$ cat src/rtl/ucontrol_sequencer_if.sv
// ucontrol_sequencer_if: bus bundle between the microprogrammed control unit and
// its surroundings (control store ROM, instruction register, ALU flags, memory
// handshake and the datapath's MIR-side inputs).
//
// Modports:
//   master - the sequencer: drives the control store address, datapath controls and PSR;
//            samples microword, IR, SetCode, active-low ALU flags and MemReady.
//   slave  - the environment: the mirror image of master.
interface ucontrol_sequencer_if #(
   parameter int unsigned DATAWIDTH_BUS           = 32,
   parameter int unsigned DATAWIDTH_MIR_DIRECTION = 6,
   parameter int unsigned DATAWIDTH_ALU_SELECTION = 4,
   parameter int unsigned DATAWIDTH_CSAR          = 11,
   parameter int unsigned DATAWIDTH_MICROWORD     = 41
);
   logic [DATAWIDTH_CSAR-1:0]          uCONTROL_CSAddress_OutBus;
   logic [DATAWIDTH_MICROWORD-1:0]     uCONTROL_CSData_InBus;
   logic [DATAWIDTH_BUS-1:0]           uCONTROL_IR_InBus;
   logic                               uCONTROL_SetCode_In;
   logic                               uCONTROL_FlagNegative_In;
   logic                               uCONTROL_FlagZero_In;
   logic                               uCONTROL_FlagOverflow_In;
   logic                               uCONTROL_FlagCarry_In;
   logic                               uCONTROL_MemReady_In;
   logic [DATAWIDTH_MIR_DIRECTION-1:0] uCONTROL_DirA_OutBus;
   logic [DATAWIDTH_MIR_DIRECTION-1:0] uCONTROL_DirB_OutBus;
   logic [DATAWIDTH_MIR_DIRECTION-1:0] uCONTROL_DirC_OutBus;
   logic                               uCONTROL_SelectA_Out;
   logic                               uCONTROL_SelectB_Out;
   logic                               uCONTROL_SelectC_Out;
   logic                               uCONTROL_RD_Out;
   logic                               uCONTROL_WR_Out;
   logic [DATAWIDTH_ALU_SELECTION-1:0] uCONTROL_ALUOperation_OutBus;
   logic [3:0]                         uCONTROL_PSR_OutBus;

   modport master (
      output uCONTROL_CSAddress_OutBus,
      input  uCONTROL_CSData_InBus,
      input  uCONTROL_IR_InBus,
      input  uCONTROL_SetCode_In,
      input  uCONTROL_FlagNegative_In,
      input  uCONTROL_FlagZero_In,
      input  uCONTROL_FlagOverflow_In,
      input  uCONTROL_FlagCarry_In,
      input  uCONTROL_MemReady_In,
      output uCONTROL_DirA_OutBus,
      output uCONTROL_DirB_OutBus,
      output uCONTROL_DirC_OutBus,
      output uCONTROL_SelectA_Out,
      output uCONTROL_SelectB_Out,
      output uCONTROL_SelectC_Out,
      output uCONTROL_RD_Out,
      output uCONTROL_WR_Out,
      output uCONTROL_ALUOperation_OutBus,
      output uCONTROL_PSR_OutBus
   );

   modport slave (
      input  uCONTROL_CSAddress_OutBus,
      output uCONTROL_CSData_InBus,
      output uCONTROL_IR_InBus,
      output uCONTROL_SetCode_In,
      output uCONTROL_FlagNegative_In,
      output uCONTROL_FlagZero_In,
      output uCONTROL_FlagOverflow_In,
      output uCONTROL_FlagCarry_In,
      output uCONTROL_MemReady_In,
      input  uCONTROL_DirA_OutBus,
      input  uCONTROL_DirB_OutBus,
      input  uCONTROL_DirC_OutBus,
      input  uCONTROL_SelectA_Out,
      input  uCONTROL_SelectB_Out,
      input  uCONTROL_SelectC_Out,
      input  uCONTROL_RD_Out,
      input  uCONTROL_WR_Out,
      input  uCONTROL_ALUOperation_OutBus,
      input  uCONTROL_PSR_OutBus
   );
endinterface

$ cat src/rtl/ucontrol_sequencer.sv
// ucontrol_sequencer: microprogrammed control unit for the ARC datapath.
// Holds CSAR, MIR and PSR; sequences FETCH -> EXEC (-> WAIT)* -> FETCH and computes
// the next microaddress (sequential, conditional jump or opcode decode).
//
// Ports:
//   uCONTROL_CLOCK_50        clock
//   uCONTROL_ResetInLow_In   asynchronous active-low reset
//   uCONTROL_Step_In         single-step pulse (only with UCONTROL_SINGLESTEP_EN)
//   bus                      ucontrol_sequencer_if.master (control store, IR, flags,
//                            memory handshake, datapath controls, PSR)
//
// Optional feature: define UCONTROL_SINGLESTEP_EN to hold FETCH until a registered
// rising edge of uCONTROL_Step_In; one microinstruction executes per pulse.
module ucontrol_sequencer #(
   parameter int unsigned DATAWIDTH_BUS           = 32,
   parameter int unsigned DATAWIDTH_MIR_DIRECTION = 6,
   parameter int unsigned DATAWIDTH_ALU_SELECTION = 4,
   parameter int unsigned DATAWIDTH_CSAR          = 11,
   parameter int unsigned DATAWIDTH_MICROWORD     = 41,
   parameter logic [DATAWIDTH_CSAR-1:0] CSAR_RESET = '0
) (
   input logic                  uCONTROL_CLOCK_50,
   input logic                  uCONTROL_ResetInLow_In,
`ifdef UCONTROL_SINGLESTEP_EN
   input logic                  uCONTROL_Step_In,
`endif
   ucontrol_sequencer_if.master bus
);

   // Microword field positions, LSB upwards: JADDR, COND, ALU, WR, RD, CMUX, C, BMUX, B, AMUX, A.
   localparam int unsigned CondLsb = DATAWIDTH_CSAR;
   localparam int unsigned AluLsb  = CondLsb + 3;
   localparam int unsigned WrBit   = AluLsb + DATAWIDTH_ALU_SELECTION;
   localparam int unsigned RdBit   = WrBit + 1;
   localparam int unsigned CmuxBit = RdBit + 1;
   localparam int unsigned CLsb    = CmuxBit + 1;
   localparam int unsigned BmuxBit = CLsb + DATAWIDTH_MIR_DIRECTION;
   localparam int unsigned BLsb    = BmuxBit + 1;
   localparam int unsigned AmuxBit = BLsb + DATAWIDTH_MIR_DIRECTION;
   localparam int unsigned ALsb    = AmuxBit + 1;

   typedef enum logic [1:0] {StFetch, StExec, StWait} state_e;

   state_e                         state_q, state_d;
   logic [DATAWIDTH_CSAR-1:0]      csar_q, csar_d;
   logic [DATAWIDTH_MICROWORD-1:0] mir_q, mir_d;
   logic [3:0]                     psr_q, psr_d;

   logic [DATAWIDTH_MIR_DIRECTION-1:0] mir_a, mir_b, mir_c;
   logic                               mir_amux, mir_bmux, mir_cmux, mir_rd, mir_wr;
   logic [DATAWIDTH_ALU_SELECTION-1:0] mir_alu;
   logic [2:0]                         mir_cond;
   logic [DATAWIDTH_CSAR-1:0]          mir_jaddr;
   logic                               mem_busy;
   logic                               fetch_go;
   logic [DATAWIDTH_CSAR-1:0]          csar_inc, decode_addr, next_csar;
   logic                               unused_ir;

   assign mir_a     = mir_q[ALsb +: DATAWIDTH_MIR_DIRECTION];
   assign mir_amux  = mir_q[AmuxBit];
   assign mir_b     = mir_q[BLsb +: DATAWIDTH_MIR_DIRECTION];
   assign mir_bmux  = mir_q[BmuxBit];
   assign mir_c     = mir_q[CLsb +: DATAWIDTH_MIR_DIRECTION];
   assign mir_cmux  = mir_q[CmuxBit];
   assign mir_rd    = mir_q[RdBit];
   assign mir_wr    = mir_q[WrBit];
   assign mir_alu   = mir_q[AluLsb +: DATAWIDTH_ALU_SELECTION];
   assign mir_cond  = mir_q[CondLsb +: 3];
   assign mir_jaddr = mir_q[DATAWIDTH_CSAR-1:0];

   // RD and WR together still count as a single access waiting on one MemReady.
   assign mem_busy = (mir_rd | mir_wr) & ~bus.uCONTROL_MemReady_In;

   assign unused_ir = ^{bus.uCONTROL_IR_InBus[29:25], bus.uCONTROL_IR_InBus[18:14],
                        bus.uCONTROL_IR_InBus[12:0]};

`ifdef UCONTROL_SINGLESTEP_EN
   logic step_q1, step_q2, step_rise, step_pending_q, step_pending_d;

   assign step_rise = step_q1 & ~step_q2;
   // A pulse seen outside FETCH is remembered so it still releases the next fetch.
   assign fetch_go       = step_pending_q | step_rise;
   assign step_pending_d = (state_q == StFetch) ? 1'b0 : (step_pending_q | step_rise);

   always_ff @(posedge uCONTROL_CLOCK_50 or negedge uCONTROL_ResetInLow_In) begin
      if (!uCONTROL_ResetInLow_In) begin
         step_q1        <= 1'b0;
         step_q2        <= 1'b0;
         step_pending_q <= 1'b0;
      end else begin
         step_q1        <= uCONTROL_Step_In;
         step_q2        <= step_q1;
         step_pending_q <= step_pending_d;
      end
   end
`else
   assign fetch_go = 1'b1;
`endif

   // Next microaddress; branch tests use the PSR as it stood before this cycle.
   always_comb begin
      csar_inc    = csar_q + 1'b1;
      decode_addr = {1'b1, bus.uCONTROL_IR_InBus[31:30], bus.uCONTROL_IR_InBus[24:19], 2'b00};
      next_csar   = csar_inc;
      unique case (mir_cond)
         3'd0: next_csar = csar_inc;
         3'd1: next_csar = psr_q[3] ? mir_jaddr : csar_inc;
         3'd2: next_csar = psr_q[2] ? mir_jaddr : csar_inc;
         3'd3: next_csar = psr_q[1] ? mir_jaddr : csar_inc;
         3'd4: next_csar = psr_q[0] ? mir_jaddr : csar_inc;
         3'd5: next_csar = bus.uCONTROL_IR_InBus[13] ? mir_jaddr : csar_inc;
         3'd6: next_csar = mir_jaddr;
         3'd7: next_csar = decode_addr;
         default: next_csar = csar_inc;
      endcase
   end

   always_comb begin
      state_d = state_q;
      csar_d  = csar_q;
      mir_d   = mir_q;
      psr_d   = psr_q;

      bus.uCONTROL_CSAddress_OutBus    = csar_q;
      bus.uCONTROL_PSR_OutBus          = psr_q;
      bus.uCONTROL_DirA_OutBus         = '0;
      bus.uCONTROL_DirB_OutBus         = '0;
      bus.uCONTROL_DirC_OutBus         = '0;
      bus.uCONTROL_SelectA_Out         = 1'b0;
      bus.uCONTROL_SelectB_Out         = 1'b0;
      bus.uCONTROL_SelectC_Out         = 1'b0;
      bus.uCONTROL_RD_Out              = 1'b0;
      bus.uCONTROL_WR_Out              = 1'b0;
      bus.uCONTROL_ALUOperation_OutBus = '0;

      unique case (state_q)
         StFetch: begin
            if (fetch_go) begin
               mir_d   = bus.uCONTROL_CSData_InBus;
               state_d = StExec;
            end
         end
         // EXEC and WAIT share one rule: while the access is outstanding the C write is
         // suppressed and we sit in WAIT; otherwise this is the terminal cycle.
         StExec, StWait: begin
            bus.uCONTROL_DirA_OutBus         = mir_a;
            bus.uCONTROL_SelectA_Out         = mir_amux;
            bus.uCONTROL_DirB_OutBus         = mir_b;
            bus.uCONTROL_SelectB_Out         = mir_bmux;
            bus.uCONTROL_RD_Out              = mir_rd;
            bus.uCONTROL_WR_Out              = mir_wr;
            bus.uCONTROL_ALUOperation_OutBus = mir_alu;
            if (mem_busy) begin
               state_d = StWait;
            end else begin
               bus.uCONTROL_DirC_OutBus = mir_c;
               bus.uCONTROL_SelectC_Out = mir_cmux;
               csar_d                   = next_csar;
               if (bus.uCONTROL_SetCode_In) begin
                  psr_d = ~{bus.uCONTROL_FlagNegative_In, bus.uCONTROL_FlagZero_In,
                            bus.uCONTROL_FlagOverflow_In, bus.uCONTROL_FlagCarry_In};
               end
               state_d = StFetch;
            end
         end
         default: state_d = StFetch;
      endcase
   end

   always_ff @(posedge uCONTROL_CLOCK_50 or negedge uCONTROL_ResetInLow_In) begin
      if (!uCONTROL_ResetInLow_In) begin
         state_q <= StFetch;
         csar_q  <= CSAR_RESET;
         mir_q   <= '0;
         psr_q   <= '0;
      end else begin
         state_q <= state_d;
         csar_q  <= csar_d;
         mir_q   <= mir_d;
         psr_q   <= psr_d;
      end
   end

endmodule

$ cat src/flat_wrapper.sv
// flat-port wrapper written by rule: the top's interface ports become plain ports
module ucontrol_sequencer_flat 
#(
   parameter int unsigned DATAWIDTH_BUS           = 32,
   parameter int unsigned DATAWIDTH_MIR_DIRECTION = 6,
   parameter int unsigned DATAWIDTH_ALU_SELECTION = 4,
   parameter int unsigned DATAWIDTH_CSAR          = 11,
   parameter int unsigned DATAWIDTH_MICROWORD     = 41,
   parameter logic [DATAWIDTH_CSAR-1:0] CSAR_RESET = '0
)
  (uCONTROL_CLOCK_50, uCONTROL_ResetInLow_In, bus_uCONTROL_CSAddress_OutBus, bus_uCONTROL_CSData_InBus, bus_uCONTROL_IR_InBus, bus_uCONTROL_SetCode_In, bus_uCONTROL_FlagNegative_In, bus_uCONTROL_FlagZero_In, bus_uCONTROL_FlagOverflow_In, bus_uCONTROL_FlagCarry_In, bus_uCONTROL_MemReady_In, bus_uCONTROL_DirA_OutBus, bus_uCONTROL_DirB_OutBus, bus_uCONTROL_DirC_OutBus, bus_uCONTROL_SelectA_Out, bus_uCONTROL_SelectB_Out, bus_uCONTROL_SelectC_Out, bus_uCONTROL_RD_Out, bus_uCONTROL_WR_Out, bus_uCONTROL_ALUOperation_OutBus, bus_uCONTROL_PSR_OutBus);
  ucontrol_sequencer_if #(.DATAWIDTH_BUS(DATAWIDTH_BUS), .DATAWIDTH_MIR_DIRECTION(DATAWIDTH_MIR_DIRECTION), .DATAWIDTH_ALU_SELECTION(DATAWIDTH_ALU_SELECTION), .DATAWIDTH_CSAR(DATAWIDTH_CSAR), .DATAWIDTH_MICROWORD(DATAWIDTH_MICROWORD)) bus_i ();
  input logic uCONTROL_CLOCK_50;
  input logic uCONTROL_ResetInLow_In;
  output wire logic [$bits(bus_i.uCONTROL_CSAddress_OutBus)-1:0] bus_uCONTROL_CSAddress_OutBus;
  input wire logic [$bits(bus_i.uCONTROL_CSData_InBus)-1:0] bus_uCONTROL_CSData_InBus;
  input wire logic [$bits(bus_i.uCONTROL_IR_InBus)-1:0] bus_uCONTROL_IR_InBus;
  input wire logic [$bits(bus_i.uCONTROL_SetCode_In)-1:0] bus_uCONTROL_SetCode_In;
  input wire logic [$bits(bus_i.uCONTROL_FlagNegative_In)-1:0] bus_uCONTROL_FlagNegative_In;
  input wire logic [$bits(bus_i.uCONTROL_FlagZero_In)-1:0] bus_uCONTROL_FlagZero_In;
  input wire logic [$bits(bus_i.uCONTROL_FlagOverflow_In)-1:0] bus_uCONTROL_FlagOverflow_In;
  input wire logic [$bits(bus_i.uCONTROL_FlagCarry_In)-1:0] bus_uCONTROL_FlagCarry_In;
  input wire logic [$bits(bus_i.uCONTROL_MemReady_In)-1:0] bus_uCONTROL_MemReady_In;
  output wire logic [$bits(bus_i.uCONTROL_DirA_OutBus)-1:0] bus_uCONTROL_DirA_OutBus;
  output wire logic [$bits(bus_i.uCONTROL_DirB_OutBus)-1:0] bus_uCONTROL_DirB_OutBus;
  output wire logic [$bits(bus_i.uCONTROL_DirC_OutBus)-1:0] bus_uCONTROL_DirC_OutBus;
  output wire logic [$bits(bus_i.uCONTROL_SelectA_Out)-1:0] bus_uCONTROL_SelectA_Out;
  output wire logic [$bits(bus_i.uCONTROL_SelectB_Out)-1:0] bus_uCONTROL_SelectB_Out;
  output wire logic [$bits(bus_i.uCONTROL_SelectC_Out)-1:0] bus_uCONTROL_SelectC_Out;
  output wire logic [$bits(bus_i.uCONTROL_RD_Out)-1:0] bus_uCONTROL_RD_Out;
  output wire logic [$bits(bus_i.uCONTROL_WR_Out)-1:0] bus_uCONTROL_WR_Out;
  output wire logic [$bits(bus_i.uCONTROL_ALUOperation_OutBus)-1:0] bus_uCONTROL_ALUOperation_OutBus;
  output wire logic [$bits(bus_i.uCONTROL_PSR_OutBus)-1:0] bus_uCONTROL_PSR_OutBus;
  assign bus_uCONTROL_CSAddress_OutBus = bus_i.uCONTROL_CSAddress_OutBus;
  assign bus_i.uCONTROL_CSData_InBus = bus_uCONTROL_CSData_InBus;
  assign bus_i.uCONTROL_IR_InBus = bus_uCONTROL_IR_InBus;
  assign bus_i.uCONTROL_SetCode_In = bus_uCONTROL_SetCode_In;
  assign bus_i.uCONTROL_FlagNegative_In = bus_uCONTROL_FlagNegative_In;
  assign bus_i.uCONTROL_FlagZero_In = bus_uCONTROL_FlagZero_In;
  assign bus_i.uCONTROL_FlagOverflow_In = bus_uCONTROL_FlagOverflow_In;
  assign bus_i.uCONTROL_FlagCarry_In = bus_uCONTROL_FlagCarry_In;
  assign bus_i.uCONTROL_MemReady_In = bus_uCONTROL_MemReady_In;
  assign bus_uCONTROL_DirA_OutBus = bus_i.uCONTROL_DirA_OutBus;
  assign bus_uCONTROL_DirB_OutBus = bus_i.uCONTROL_DirB_OutBus;
  assign bus_uCONTROL_DirC_OutBus = bus_i.uCONTROL_DirC_OutBus;
  assign bus_uCONTROL_SelectA_Out = bus_i.uCONTROL_SelectA_Out;
  assign bus_uCONTROL_SelectB_Out = bus_i.uCONTROL_SelectB_Out;
  assign bus_uCONTROL_SelectC_Out = bus_i.uCONTROL_SelectC_Out;
  assign bus_uCONTROL_RD_Out = bus_i.uCONTROL_RD_Out;
  assign bus_uCONTROL_WR_Out = bus_i.uCONTROL_WR_Out;
  assign bus_uCONTROL_ALUOperation_OutBus = bus_i.uCONTROL_ALUOperation_OutBus;
  assign bus_uCONTROL_PSR_OutBus = bus_i.uCONTROL_PSR_OutBus;
  ucontrol_sequencer #(.DATAWIDTH_BUS(DATAWIDTH_BUS), .DATAWIDTH_MIR_DIRECTION(DATAWIDTH_MIR_DIRECTION), .DATAWIDTH_ALU_SELECTION(DATAWIDTH_ALU_SELECTION), .DATAWIDTH_CSAR(DATAWIDTH_CSAR), .DATAWIDTH_MICROWORD(DATAWIDTH_MICROWORD), .CSAR_RESET(CSAR_RESET)) u_core (.uCONTROL_CLOCK_50(uCONTROL_CLOCK_50), .uCONTROL_ResetInLow_In(uCONTROL_ResetInLow_In), .bus(bus_i));
endmodule
$ cat config.mk
export PLATFORM = sky130hd
export DESIGN_NAME = ucontrol_sequencer_flat
export DESIGN_NICKNAME = d
export VERILOG_FILES = /design/src/rtl/ucontrol_sequencer_if.sv /design/src/rtl/ucontrol_sequencer.sv /design/src/flat_wrapper.sv
export SDC_FILE = /design/constraint.sdc
export NUM_CORES = 1
export LEC_CHECK = 0
export CAP_MARGIN = 15
export CORE_ASPECT_RATIO = 1.2
export CORE_MARGIN = 2
export CORE_UTILIZATION = 25
export DETAILED_ROUTE_END_ITERATION = 8
export HOLD_SLACK_MARGIN = 0.05
export PLACE_DENSITY = 0.61
export SLEW_MARGIN = 10
export SYNTH_ARGS = -nofsm -noshare
export SYNTH_HDL_FRONTEND = slang
export SYNTH_SLANG_ARGS = --single-unit
$ cat constraint.sdc
create_clock -name uCONTROL_CLOCK_50 -period 2 [get_ports uCONTROL_CLOCK_50]
set_input_delay 0.5 -clock uCONTROL_CLOCK_50 [delete_from_list [all_inputs] [get_ports uCONTROL_CLOCK_50]]
set_output_delay 0.5 -clock uCONTROL_CLOCK_50 [all_outputs]
set_load 0.01 [all_outputs]
==> metrics, run 1 <==
critical path's top delay family buffers and inverters; FFs w/ async S/R, synth 1.00; critical path's largest stage delay between 0.3 and 0.4 ns; RSZ-0062 raised after global routing yes; fin crit share 1.02; Hold WS ~0.17 ns; worst rel slew slack 0.703; gpl congestion 0.868; Synth Cell Area 3140 um^2; Top Ports 123; final hold vios 0; most common cell after layout, fill and taps aside clkdlybuf4s50_1; initial core utilization 0.258; hpwl dp 6.62 mm; Root Driver clkbuf_16; slowest stage cell, crit path dfrtp_1; WS Path Type reg2out; Power Dens Cells 1860 nW/um^2; PortBufs 99; Die Wd roughly 110 um; critical path endpoint category output pin; # DRC 0; Final Max Slew Viols 0; Clock Skews 0.00616 ns; WL final 9.32 mm; CP Data Required Time 1.50 ns; largest net degree at the start of global routing 59; Detail Route Antenna Nets 0; CTS tree done; FMAX just under 500 MHz; first-pass GRT wire length ~15 mm; total CTS buffers 9; most frequent cells in the layout clkdlybuf4s50_1 (71), dfrtp_1 (56), mux2_2 (41); Seq cells post-synth 58; fillers 1147; post-synthesis sequential area ratio 0.463; Clock Latency Late Sink 0.32 ns; distinct cell type count after synthesis between 50 and 60; yosys warns 0; die area 13500 um^2; Period minus WS final 2.05 ns; worst-path maximum fanout 5; EDFF count, synth 0; Hold Crit Class in2async; cell count after synthesis 297; total core area 12200 um^2; Layout Cells excl Fill 593; total gr overflow 0; Leakage 2.15 nW; layout cell share with drive strength beyond 1 0.373; gr usage total 0.142; die height 127 um; Reg clk slew, reported paths around 0.05 ns; top_reg_cell synth dfrtp_1; failing checks setup timing; WP buf/inv 4; vias in the first global route between 3000 and 4000; antenna violations before repair 0; clock net sink count between 50 and 60; H-tree depth 3; Avg Synthesized Cell Area between 10 and 15 um^2; final setup vio count 21; maximum clock path buffer count 2; worst vdd ir around 0.00093 V; crit-path cells inv_2, ha_4, buf_12, buf_8, and3_4, buf_6; DR vias/cell 4.74; Antenna diodes 0; MaxCap Viol Count 0; area delta synth->final 61.5%; Synth Net Count 382; final worst setup slack -0.0460 ns; placed cells 569; drt pass-1 iters 4; Nets approximately 510; Startpoint Class register; Std-Cell Rows 44; status finished, violations left; vias after detailed routing about 2800; WL/cell roughly 16 um; worst slew pin tran 0.444 ns; Worst Path Arrival 1.55 ns; 1st-iter DRT viols 69
stage by stage:
stage	setup TNS, ns	cell area, um^2	setup WS (ns)	utilization	power (mW)
6_report	-0.487	5060	-0.0460	0.416	9.39
4_1_cts	-1.18	5010	-0.0645	0.412	9.35
3_3_place_gp	-8.38	4520	-0.464	0.372	6.98
5_1_grt	-1.67	5060	-0.104	0.416	10.0
2_1_floorplan	0	3140	0.194	-	4.83
3_5_place_dp	-8.80	4520	-0.488	0.372	7.08
cells in the mapped netlist, types with 2 or more instances:
library cell	instances	area, um^2
a21oi_1	6	30.0
dfrtp_1	58	1450
and2_1	22	138
xor2_1	5	43.8
nand2_1	19	71.3
nand4b_1	2	17.5
ha_1	4	50.1
o21ai_0	16	80.1
inv_1	7	26.3
o22a_1	2	17.5
nand3_1	6	30.0
and4_1	2	17.5
nand4_1	5	31.3
o22ai_1	2	12.5
a31oi_1	5	31.3
nor3_1	4	20.0
mux2i_1	2	20.0
nor2b_1	2	12.5
a211o_1	3	26.3
buf_2	5	25.0
a221o_1	2	20.0
a2bb2oi_1	4	35.0
nand2b_1	6	37.5
or3_1	2	12.5
nor2_1	10	37.5
a211oi_1	6	45.0
or2_2	2	12.5
clkbuf_1	13	48.8
nor3b_1	2	15.0
mux2_2	41	462
and3_1	11	68.8
a32o_1	2	20.0
cells by family (layout without fill, tap and decap cells):
kind of cell | after synthesis | after routing | synth area share
AND/OR/NAND/NOR | 101 | 101 | 0.184
AO/OA/AOI/OAI | 60 | 60 | 0.134
flip-flops | 58 | 58 | 0.463
multiplexers | 43 | 43 | 0.154
buffers and inverters | 26 | 161 | 0.0355
XOR/XNOR | 5 | 5 | 0.0140
adder cells (fa/ha/maj) | 4 | 4 | 0.0160
layout make-up:
| class | instances | area [um^2] | area share |
|---|---|---|---|
| Sequential cell | 58 | 1450 | 0.287 |
| Timing Repair Buffer | 139 | 1430 | 0.282 |
| Clock inverter | 3 | 15.0 | 0.00297 |
| Multi-Input combinational cell | 213 | 1680 | 0.332 |
| Clock buffer | 12 | 256 | 0.0507 |
| Inverter | 7 | 26.3 | 0.00519 |
| Tap cell | 161 | 201 | 0.0398 |
power breakdown:
group / total [mW] / leakage (nW) / switching, mW / internal [mW]
sequential: 2.34 / 0.681 / 0.564 / 1.78
combinational: 5.65 / 1.33 / 2.27 / 3.38
clock: 1.40 / 0.138 / 0.510 / 0.891
sequential cells by signal, summed over array words and instances, names as in the netlist:
signal	cells
u_core.bus.uCONTROL_CSAddress_OutBus	11
u_core.bus.uCONTROL_PSR_OutBus	4
u_core.mir_q	41
u_core.state_q	2
metal layers:
metal,vias up,GRT usage,share of wire
li1,1353,-,-
met1,1356,0.166,0.41
met2,94,0.245,0.51
met3,10,0.0427,0.071
met4,0,0.0534,0.014
met5,-,0,0
what timing repair did:
item,CTS,global route
setup buffers,6,1
gates resized for setup,157,17
hold buffers,0,0
cloned,3,0
pin swaps,1,1
endpoints found under the hold margin,0,0
endpoints found under the setup margin,31,40
worst paths after layout:
path	start	endpoint	slack, ns	cells after the start
worst min-delay path	uCONTROL_ResetInLow_In	u_core.bus.uCONTROL_PSR_OutBus[0]	0.17	2
worst max-delay path	u_core.state_q[1]	bus_uCONTROL_DirC_OutBus[0]	-0.05	6
worst min register to register	u_core.mir_q[35]	u_core.mir_q[35]	0.51	1
min in group uCONTROL_CLOCK_50	u_core.mir_q[35]	u_core.mir_q[35]	0.51	1
worst max register to register	u_core.mir_q[11]	u_core.bus.uCONTROL_CSAddress_OutBus[5]	0.12	6
max in group asynchronous	uCONTROL_ResetInLow_In	u_core.mir_q[22]	1.54	2
Power figures use the tool's default switching activity.
==> run 2: changes to the inputs <==
--- a/config.mk
+++ b/config.mk
@@ -7,11 +7,12 @@
 export LEC_CHECK = 0
 export CAP_MARGIN = 15
 export CORE_ASPECT_RATIO = 1.2
-export CORE_MARGIN = 2
-export CORE_UTILIZATION = 25
+export CORE_MARGIN = 1.5
+export CORE_UTILIZATION = 47
 export DETAILED_ROUTE_END_ITERATION = 8
+export DONT_BUFFER_PORTS = 1
 export HOLD_SLACK_MARGIN = 0.05
-export PLACE_DENSITY = 0.61
+export PLACE_DENSITY = 0.72
 export SLEW_MARGIN = 10
 export SYNTH_ARGS = -nofsm -noshare
 export SYNTH_HDL_FRONTEND = slang
==> metrics, run 2 (synthesized netlist as in run 1, its figures left out) <==
worst hold start bus_uCONTROL_FlagOverflow_In; fin crit share 0.964 (-0.0585); CTS tree done; H-tree depth 3 (unchanged); Power Dens Cells 1940 nW/um^2 (+4.4%); Hold EP u_core.bus.uCONTROL_PSR_OutBus[1]; Clock Skews 0.00653 ns (+0.000370 ns); worst rel slew slack 0.708 (+0.00435); DR vias/cell 5.88 (+24%); worst slew pin tran 0.433 ns (-0.0110 ns); status finished, final reports clean; flop-to-flop setup slack 0.15 ns (+0.03 ns); gr usage total 0.222 (+0.0793); critical path's top delay family flip-flops; critical path's largest stage delay 0.36 ns (about the same); total gr overflow 0 (unchanged); maximum clock path buffer count 2 (unchanged); # DRC 0 (unchanged); WL/cell 18.5 um (+18%); final hold vios 0 (unchanged); initial core utilization 0.486 (+0.229); RR Startpoint u_core.mir_q[11]; RSZ-0062 raised after global routing yes; WL final 7.46 mm (-20%); Root Driver clkbuf_8; total CTS buffers 9 (unchanged); Global Route met2 Usage 0.348 (+0.103); Total Power 7.00 mW (-26%); antenna violations before repair 0 (unchanged); Std-Cell Rows 32 (-27%); MaxCap Viol Count 0 (unchanged); Startpoint Class register; CP Data Required Time 1.50 ns (about the same); Leakage 1.53 nW (-29%); Worst Path Arrival 1.43 ns (-0.12 ns); die area 7170 um^2 (-47%); placed inst area 3320 um^2 (-27%); critical path endpoint category output pin; path depth of the worst reg2reg path 6 (unchanged); largest net degree at the start of global routing 59 (unchanged); most common cell after layout, fill and taps aside dfrtp_1; GR Util met1 0.280 (+0.114); worst hold stages 1; worst-path maximum fanout 7 (+2); hpwl dp 5.35 mm (-19%); Antenna diodes 0 (unchanged); Biggest register u_core.mir_q; Clock Latency Late Sink 0.34 ns (+0.02 ns); FMAX 518 MHz (+6.1%); first-pass GRT wire length 12.3 mm (-18%); area delta synth->final 15.2%; crit-path cells inv_2, ha_4, buf_4, and3_1; drt pass-1 iters 4 (unchanged); final setup vio count 0 (-100%); final core utilization 0.561 (+0.144); Reg clk slew, reported paths 0.07 ns (+0.02 ns); die height 92.5 um (-27%); post-route setup TNS 0 ns (+0.487 ns); slowest stage cell, crit path dfrtp_1; total core area 6450 um^2 (-47%); Hold WS 0.271 ns (+0.0976 ns); WP buf/inv 2 (-2); Detail Route Antenna Nets 0 (unchanged); worst vdd ir 0.000826 V (-11%); Top Ports 123 (unchanged); Hold Crit Class in2reg; global routing's busiest layer met2; multi-input logic area 1610 um^2 (-4.5%); WS Path Type reg2out; clock net sink count 58 (unchanged); fillers 553 (-52%); gpl congestion 0.882 (+1.6%); met3 Resource Use GR 0.0749 (+0.0322); PortBufs 0 (-100%); most frequent cells in the layout dfrtp_1 (58), mux2_2 (41), buf_4 (23); max reg flops 41 (unchanged); Period minus WS final 1.93 ns (-0.117 ns); layout cell share with drive strength beyond 1 0.285 (-0.0874); 1st-iter DRT viols 216 (+210%); Final Max Slew Viols 0 (unchanged); Nets 400 (-22%); vias after detailed routing 2376 (-16%); reg2reg end u_core.bus.uCONTROL_CSAddress_OutBus[5]; register area 1450 um^2 (-0.17%); Die Wd 77.6 um (-27%); vias in the first global route 2502 (-17%); Post-Layout Inst Area 3610 um^2 (-29%)
## run 2: changes by cell type in the layout (fill, tap and decap cells not counted), moves of 3 or more
| cell | before | now |
|---|---|---|
| clkdlybuf4s50_1 | 71 | 0 |
| buf_6 | 26 | 0 |
| and2_1 | 2 | 22 |
| and2_4 | 19 | 0 |
| clkbuf_16 | 9 | 0 |
| buf_4 | 30 | 23 |
| clkbuf_8 | 2 | 9 |
| buf_12 | 7 | 1 |
| and3_1 | 5 | 10 |
| and3_4 | 6 | 1 |
| buf_2 | 3 | 0 |
| clkinv_4 | 0 | 3 |
## run 2: worst max-delay path by stage
stage / slack [ns] / from / to / cells after the start
finish: 0.07 / u_core.state_q[0] / bus_uCONTROL_DirC_OutBus[1] / 4
CTS: 0.01 / u_core.state_q[0] / bus_uCONTROL_DirC_OutBus[0] / 4
global placement: 0.14 / u_core.state_q[0] / u_core.bus.uCONTROL_CSAddress_OutBus[10] / 5
global route: -0.007 / u_core.state_q[1] / bus_uCONTROL_DirC_OutBus[4] / 4
floorplan: 0.19 / u_core.state_q[0] / bus_uCONTROL_ALUOperation_OutBus[0] / 5
detailed placement: 0.13 / u_core.mir_q[11] / u_core.bus.uCONTROL_CSAddress_OutBus[10] / 6
## run 2: per-stage QoR
step / worst slack, ns / instances
floorplan: 0.194 / 297
global placement: 0.137 / 385
CTS: 0.0138 / 402
detailed placement: 0.131 / 385
finish: 0.0711 / 404
global route: -0.00718 / 404
## run 2: layout make-up
type                    count  area share
multi-input cells         213       0.445
clock buffers               9      0.0343
well taps                  85      0.0294
clock inverters             6      0.0190
repair buffers             26      0.0637
inverters                   7     0.00727
flip-flops and latches     58       0.402
## run 2: per-layer routing
metal / vias to the layer above / part of all wire
met5: - / 0
met1: 1153 / 0.42
met4: 0 / 0.017
met3: 11 / 0.073
li1: 1122 / -
met2: 90 / 0.49
## run 2: where the power goes
part / total [mW] / internal [mW] / switching (mW)
Sequential: 2.30 / 1.77 / 0.527
Combinational: 3.65 / 1.79 / 1.85
Clock: 1.05 / 0.571 / 0.483
Total: 7.00 / 4.13 / 2.86
## run 2: repair_timing
action,in CTS,in global routing
endpoints found under the setup margin,26,23
pin swaps,1,1
buffers inserted,0,2
cloned,0,0
hold endpoints to repair,58,0
hold buffers,2,0
resized for setup,7,3
